==> src/rtl/video_pixel_fetch_if.sv <==
// Framebuffer read bus between the pixel fetcher (master) and the memory arbiter (slave).
// A request is held with a stable address until the slave pulses mem_ack with mem_rdata valid.
interface video_pixel_fetch_if;
  logic        mem_req;
  logic [19:0] mem_addr;
  logic        mem_ack;
  logic [15:0] mem_rdata;

  modport master (output mem_req, mem_addr, input mem_ack, mem_rdata);
  modport slave  (input mem_req, mem_addr, output mem_ack, mem_rdata);
endinterface

==> src/rtl/video_pixel_fetch.sv <==
// Line-doubled 320x240 4bpp framebuffer scan-out for 640x480: ping-pong row prefetch into two
// line buffers, then a two-stage pixel path through a 16-entry RGB444 palette.
module video_pixel_fetch #(
  parameter int FB_WORDS = 80,
  parameter int SRC_ROWS = 240
) (
  input  logic                       clk_pix,
  input  logic                       rst,
  input  logic [9:0]                 sx,
  input  logic [9:0]                 sy,
  input  logic                       de,
  input  logic                       hsync,
  input  logic                       vsync,
  input  logic [19:0]                fb_base,
  video_pixel_fetch_if.master        mem,
  input  logic                       pal_we,
  input  logic [3:0]                 pal_addr,
  input  logic [11:0]                pal_data,
  output logic [11:0]                rgb,
  output logic                       de_o,
  output logic                       hsync_o,
  output logic                       vsync_o,
  output logic                       underrun
);

  localparam int DATA_W = 16;
  localparam int CNT_W  = (FB_WORDS > 1) ? $clog2(FB_WORDS) : 1;

  typedef enum logic {IDLE, REQ} state_t;

  state_t             state, state_nxt;
  logic [CNT_W-1:0]   cnt;
  logic [19:0]        row_addr;
  logic               tgt;
  logic [1:0]         valid;
  logic               trig;
  logic [9:0]         trig_row;
  logic [19:0]        trig_addr;
  logic               last;
  logic [DATA_W-1:0]  lbuf [2][FB_WORDS];
  logic [11:0]        pal  [16];

  logic [DATA_W-1:0]  word_p1;
  logic [1:0]         nib_p1;
  logic               vld_p1, bvalid_p1, hs_p1, vs_p1;

  function automatic logic [3:0] sel_nib(input logic [DATA_W-1:0] w, input logic [1:0] n);
    case (n)
      2'd0:    sel_nib = w[15:12];
      2'd1:    sel_nib = w[11:8];
      2'd2:    sel_nib = w[7:4];
      default: sel_nib = w[3:0];
    endcase
  endfunction

  // Row 0 is prefetched in the last blanking line; row k+1 is fetched while row k shows its first line.
  always_comb begin
    trig     = 1'b0;
    trig_row = '0;
    if (sx == 10'd0) begin
      if (sy == 10'd523) begin
        trig = 1'b1;
      end else if (!sy[0] && (int'({1'b0, sy[9:1]}) + 1 < SRC_ROWS)) begin
        trig     = 1'b1;
        trig_row = {1'b0, sy[9:1]} + 10'd1;
      end
    end
  end

  assign trig_addr    = fb_base + 20'(trig_row) * 20'(FB_WORDS);
  assign last         = (cnt == CNT_W'(FB_WORDS - 1));
  assign mem.mem_addr = row_addr + 20'(cnt);

  always_comb begin
    state_nxt   = state;
    mem.mem_req = 1'b0;
    case (state)
      IDLE: if (trig) state_nxt = REQ;
      REQ: begin
        mem.mem_req = 1'b1;
        if (!trig && mem.mem_ack && last) state_nxt = IDLE;
      end
      default: state_nxt = IDLE;
    endcase
  end

  // A new trigger always wins over an in-flight ack: the old fetch is abandoned outright.
  always_ff @(posedge clk_pix or posedge rst) begin
    if (rst) begin
      state    <= IDLE;
      cnt      <= '0;
      row_addr <= '0;
      tgt      <= 1'b0;
      valid    <= 2'b00;
      underrun <= 1'b0;
    end else begin
      state <= state_nxt;
      if (trig) begin
        row_addr           <= trig_addr;
        cnt                <= '0;
        tgt                <= trig_row[0];
        valid[trig_row[0]] <= 1'b0;
        if (state == REQ) underrun <= 1'b1;
      end else if (state == REQ && mem.mem_ack) begin
        cnt <= cnt + 1'b1;
        if (last) valid[tgt] <= 1'b1;
      end
      if (de && !valid[sy[1]]) underrun <= 1'b1;
    end
  end

  always_ff @(posedge clk_pix) begin
    if (state == REQ && mem.mem_ack && !trig) lbuf[tgt][cnt] <= mem.mem_rdata;
  end

  always_ff @(posedge clk_pix or posedge rst) begin
    if (rst) begin
      for (int i = 0; i < 16; i++) pal[i] <= '0;
    end else if (pal_we) begin
      pal[pal_addr] <= pal_data;
    end
  end

  // Stage 1: line-buffer word fetch and nibble select
  always_ff @(posedge clk_pix) begin
    if (de) begin
      word_p1 <= lbuf[sy[1]][sx[9:3]];
      nib_p1  <= sx[2:1];
    end
  end

  always_ff @(posedge clk_pix or posedge rst) begin
    if (rst) begin
      vld_p1    <= 1'b0;
      bvalid_p1 <= 1'b0;
      hs_p1     <= 1'b1;
      vs_p1     <= 1'b1;
    end else begin
      vld_p1    <= de;
      bvalid_p1 <= valid[sy[1]];
      hs_p1     <= hsync;
      vs_p1     <= vsync;
    end
  end

  // Stage 2: palette lookup; a same-edge palette write is seen only by later reads
  always_ff @(posedge clk_pix or posedge rst) begin
    if (rst) begin
      rgb     <= '0;
      de_o    <= 1'b0;
      hsync_o <= 1'b1;
      vsync_o <= 1'b1;
    end else begin
      rgb     <= (vld_p1 && bvalid_p1) ? pal[sel_nib(word_p1, nib_p1)] : 12'h000;
      de_o    <= vld_p1;
      hsync_o <= hs_p1;
      vsync_o <= vs_p1;
    end
  end

endmodule

==> src/flat_wrapper.sv <==
// flat-port wrapper written by rule: the top's interface ports become plain ports
module video_pixel_fetch_flat 
#(
  parameter int FB_WORDS = 80,
  parameter int SRC_ROWS = 240
)
  (clk_pix, rst, sx, sy, de, hsync, vsync, fb_base, pal_we, pal_addr, pal_data, rgb, de_o, hsync_o, vsync_o, underrun, mem_mem_req, mem_mem_addr, mem_mem_ack, mem_mem_rdata);
  video_pixel_fetch_if mem_i ();
  input  logic clk_pix;
  input  logic rst;
  input  logic [9:0] sx;
  input  logic [9:0] sy;
  input  logic de;
  input  logic hsync;
  input  logic vsync;
  input  logic [19:0] fb_base;
  input  logic pal_we;
  input  logic [3:0] pal_addr;
  input  logic [11:0] pal_data;
  output logic [11:0] rgb;
  output logic de_o;
  output logic hsync_o;
  output logic vsync_o;
  output logic underrun;
  output wire logic [$bits(mem_i.mem_req)-1:0] mem_mem_req;
  output wire logic [$bits(mem_i.mem_addr)-1:0] mem_mem_addr;
  input wire logic [$bits(mem_i.mem_ack)-1:0] mem_mem_ack;
  input wire logic [$bits(mem_i.mem_rdata)-1:0] mem_mem_rdata;
  assign mem_mem_req = mem_i.mem_req;
  assign mem_mem_addr = mem_i.mem_addr;
  assign mem_i.mem_ack = mem_mem_ack;
  assign mem_i.mem_rdata = mem_mem_rdata;
  video_pixel_fetch #(.FB_WORDS(FB_WORDS), .SRC_ROWS(SRC_ROWS)) u_core (.clk_pix(clk_pix), .rst(rst), .sx(sx), .sy(sy), .de(de), .hsync(hsync), .vsync(vsync), .fb_base(fb_base), .mem(mem_i), .pal_we(pal_we), .pal_addr(pal_addr), .pal_data(pal_data), .rgb(rgb), .de_o(de_o), .hsync_o(hsync_o), .vsync_o(vsync_o), .underrun(underrun));
endmodule
==> config.mk <==
export PLATFORM = sky130hd
export DESIGN_NAME = video_pixel_fetch_flat
export DESIGN_NICKNAME = d
export VERILOG_FILES = /design/src/rtl/video_pixel_fetch_if.sv /design/src/rtl/video_pixel_fetch.sv /design/src/flat_wrapper.sv
export SDC_FILE = /design/constraint.sdc
export NUM_CORES = 2
export LEC_CHECK = 0
export ABC_AREA = 1
export BUFFER_PORTS_ARGS = -buffer_cell sky130_fd_sc_hd__buf_2
export CORE_MARGIN = 4
export CORE_UTILIZATION = 25
export CTS_CLUSTER_DIAMETER = 30
export DETAILED_ROUTE_END_ITERATION = 10
export GPL_TIMING_DRIVEN = 0
export HOLD_SLACK_MARGIN = 0.08
export PLACE_DENSITY = 0.39
export SLEW_MARGIN = 20
export SYNTH_ARGS = -nofsm -noshare
export SYNTH_HDL_FRONTEND = slang
export SYNTH_SLANG_ARGS = --single-unit
==> constraint.sdc <==
create_clock -name clk_pix -period 8.4 [get_ports clk_pix]
set_input_delay 1.68 -clock clk_pix [delete_from_list [all_inputs] [get_ports clk_pix]]
set_output_delay 1.68 -clock clk_pix [all_outputs]
set_load 0.03 [all_outputs]
==> impl_metrics.json <==
{
  "status": "complete, no violations",
  "die_width_um": 685,
  "ys_types": 52,
  "place_hpwl_um": 469000,
  "critPathRequiredTime_ns": 9.36,
  "p_leak_nw": 53.5,
  "vias": 94200,
  "seqPwrFrac_pct": 33.7,
  "clkPwrFrac_pct": 59.7,
  "yosys-top-cells-area": "edfxtp_1 (68%), o21ai_0 (7.5%), nor2_1 (5.5%)",
  "placed_cells": 15900,
  "cts_buffers": 712,
  "core-area_mm2": 0.456,
  "grt_max_degree": 107,
  "clk_latency_ns": 1.09,
  "min_period_ns": 6.97,
  "clock-root-buffer": "clkbuf_16",
  "netlist_instances": 9417,
  "path_class": "in2reg",
  "startpoint_type": "input pin",
  "final_cell_area_mm2": 0.155,
  "ys_ff_latch": 2821,
  "max_slew.worst_pin.slew_ns": 1.37,
  "internal_power_mw": 35.2,
  "skew_ns": 0.0630,
  "start_util_pct": 25.1,
  "drc": 0,
  "setup_viol": 0,
  "synth_enable_flop_cells": 2578,
  "hp-class": "reg2reg",
  "drv_cap": 0,
  "fp.dieArea_mm2": 0.469,
  "ant_nets": 0,
  "drt_first_pass_iters": 7,
  "fin_ws_ns": 1.43,
  "path_max_fanout": 12,
  "max_slew_margin_pct": 8.60,
  "critPathBufInv": 9,
  "fin_cells": 17200,
  "place_area_mm2": 0.130,
  "grt_usage_pct": 26.7,
  "crit_slowest_cell": "buf_2",
  "cts_buffer_depth": 4,
  "antenna_found_initial": 98,
  "pwr_density_cell_mw_per_mm2": 302,
  "fillCellCount": 45000,
  "cp_data_arrival_time_ns": 7.94,
  "total_power_mw": 46.7,
  "multi_input_area_mm2": 0.0285,
  "num_io_pins": 116,
  "grt_pass1_wl_um": 840000,
  "synthArstFlopShare_pct": 8.61,
  "wl_um": 651000,
  "port_buffers": 111,
  "fmax_mhz": 143,
  "die_h_um": 685,
  "cpPeakStageDelay_ns": 0.47,
  "preCtsSetupSlack_ns": 0.475,
  "switching_power_mw": 11.4,
  "yosysMostFrequentCell": "edfxtp_1",
  "regArea_mm2": 0.0835,
  "p_comb_share_pct": 6.6,
  "synthTopCellsByCount": "edfxtp_1 (2578), o21ai_0 (1704), nor2_1 (1683)",
  "wl_per_cell_um": 37.8,
  "rsz0062_at_grt": "no",
  "overflow": 0,
  "final_max_slew_viol_count": 0,
  "area_delta_synth_final_pct": 35.2,
  "ctsHoldBuffers": 0,
  "hold_viol": 0,
  "cp_top_family": "buffers and inverters",
  "first_global_vias": 88000,
  "htreeDepth": 6,
  "crit_path_end_kind": "flip-flop",
  "drt_iter0_markers": 15600,
  "fp-row-count": 248,
  "tritoncts": "built",
  "viasPerCell": 5.46,
  "fin_crit_sh_pct": 83.0,
  "tns_ns": 0,
  "nets": 10700,
  "netlist_area_mm2": 0.114,
  "drive_gt1_share_pct": 18.2,
  "place_congestion": 0.965,
  "post_cts_buffers": 0,
  "worst_path_most_repeated_cell": "nand2_1",
  "sw_frac_of_total_pct": 24.5,
  "ys_seq_area_share_pct": 73.0,
  "yosys_warnings": 0,
  "synth_ff_type": "edfxtp_1",
  "cts.sinks": 2821,
  "ir_worst_vdd_uv": 225,
  "synth_top_area_share_pct": 67.7,
  "cts_resized": 0,
  "yosys.area.top_type": "edfxtp_1",
  "clk_pin_slew_ns": 0.05,
  "postSynthAreaPerCell_um2": 12.2
}
==> power by group through the flow <==
stage	Sequential, mW	Combinational [mW]	Clock [mW]
finish	15.7	3.10	27.8
global route	15.7	3.19	28.8
CTS	15.7	3.00	28.0
detailed placement	16.0	2.99	0
global placement	16.0	2.90	0
floorplan	15.9	1.28	0
==> worst reg2reg max path, stage by stage, from the launching register on <==
cell	delay (ns)
edfxtp_1	0.36
o21ai_0	0.21
o22ai_1	0.23
o21ai_0	0.99
o22ai_1	0.40
o21ai_0	0.31
o22ai_1	0.11
nor2_1	0.55
o21ai_1	0.16
==> sequential cells by signal, indices dropped and copies added (netlist names), 2 cells and up <==
register         cells
u_core.cnt           7
u_core.word_p1      16
u_core.lbuf       2560
u_core.valid         2
u_core.nib_p1        2
u_core.rgb          12
u_core.pal         192
u_core.row_addr     20
==> cell type report <==
class / instances / area share [%]
Antenna cell: 51 / 0.0825
Buffer: 653 / 1.92
Clock buffer: 830 / 12.1
Clock inverter: 484 / 3.78
Inverter: 194 / 0.479
Multi-Input combinational cell: 5752 / 18.4
Sequential cell: 2821 / 54.0
Tap cell: 6000 / 4.85
Timing Repair Buffer: 449 / 4.44
==> logic make-up after synthesis <==
group / after synthesis / synth area share (%)
compound gates: 2638 / 12.6
xor+xnor: 29 / 0.222
fa+ha+maj: 35 / 0.396
buf+inv: 847 / 3.16
flops: 2821 / 73.0
other cells: 1 / 0.00328
simple gates: 3046 / 10.6
==> cell usage in the layout (no fill, tap or decap), types with 11 or more instances in the layout <==
master / count
nand3_1: 347
o21ai_0: 1697
o21ai_1: 34
nor2_4: 128
o221ai_1: 53
buf_2: 269
clkinv_4: 17
dfrtp_1: 239
clkinv_16: 17
clkinvlp_4: 58
nor3_2: 25
nor3_1: 33
clkinv_2: 138
clkinv_1: 133
buf_1: 34
buf_6: 35
xor2_1: 18
clkbuf_2: 57
inv_16: 11
a31oi_1: 14
a21oi_1: 138
ha_1: 33
buf_8: 32
clkbuf_1: 428
inv_1: 169
nand2_1: 917
buf_16: 101
o211ai_1: 52
o22ai_1: 624
diode_2: 51
edfxtp_1: 2578
xnor2_1: 11
clkbuf_16: 725
buf_4: 132
buf_12: 109
nor2_1: 1553
bufinv_16: 105
==> final timing paths <==
kind / slack (ns) / from / depth (start not counted) / end
worst max register to register: 4.77 / u_core.lbuf[1][988] / 8 / u_core.word_p1[12]
worst max-delay path: 1.43 / sy[1] / 29 / u_core.row_addr[18]
max in group asynchronous: 6.17 / rst / 5 / u_core.row_addr[3]
worst min register to register: 0.35 / u_core.hs_p1 / 0 / u_core.hsync_o
min in group asynchronous: 0.61 / rst / 2 / u_core.rgb[6]
worst min-delay path: 0.35 / u_core.hs_p1 / 0 / u_core.hsync_o
==> metrics by stage <==
stage	hold WS, ns	util [%]
2_1_floorplan	0.345	-
3_3_place_gp	0.349	26.9
3_5_place_dp	0.347	28.5
4_1_cts	0.354	33.9
5_1_grt	0.360	33.9
6_report	0.353	33.9
==> layer usage <==
| metal | track usage, % | part of all wire (%) | vias up |
|---|---|---|---|
| met2 | 39.0 | 42 | 7079 |
| met5 | 0 | 0.032 | - |
| met3 | 7.84 | 12 | 1572 |
| met4 | 16.7 | 7.1 | 32 |
| li1 | - | - | 37200 |
| met1 | 34.6 | 39 | 48300 |
No activity file was read; power rests on OpenSTA's default activity.
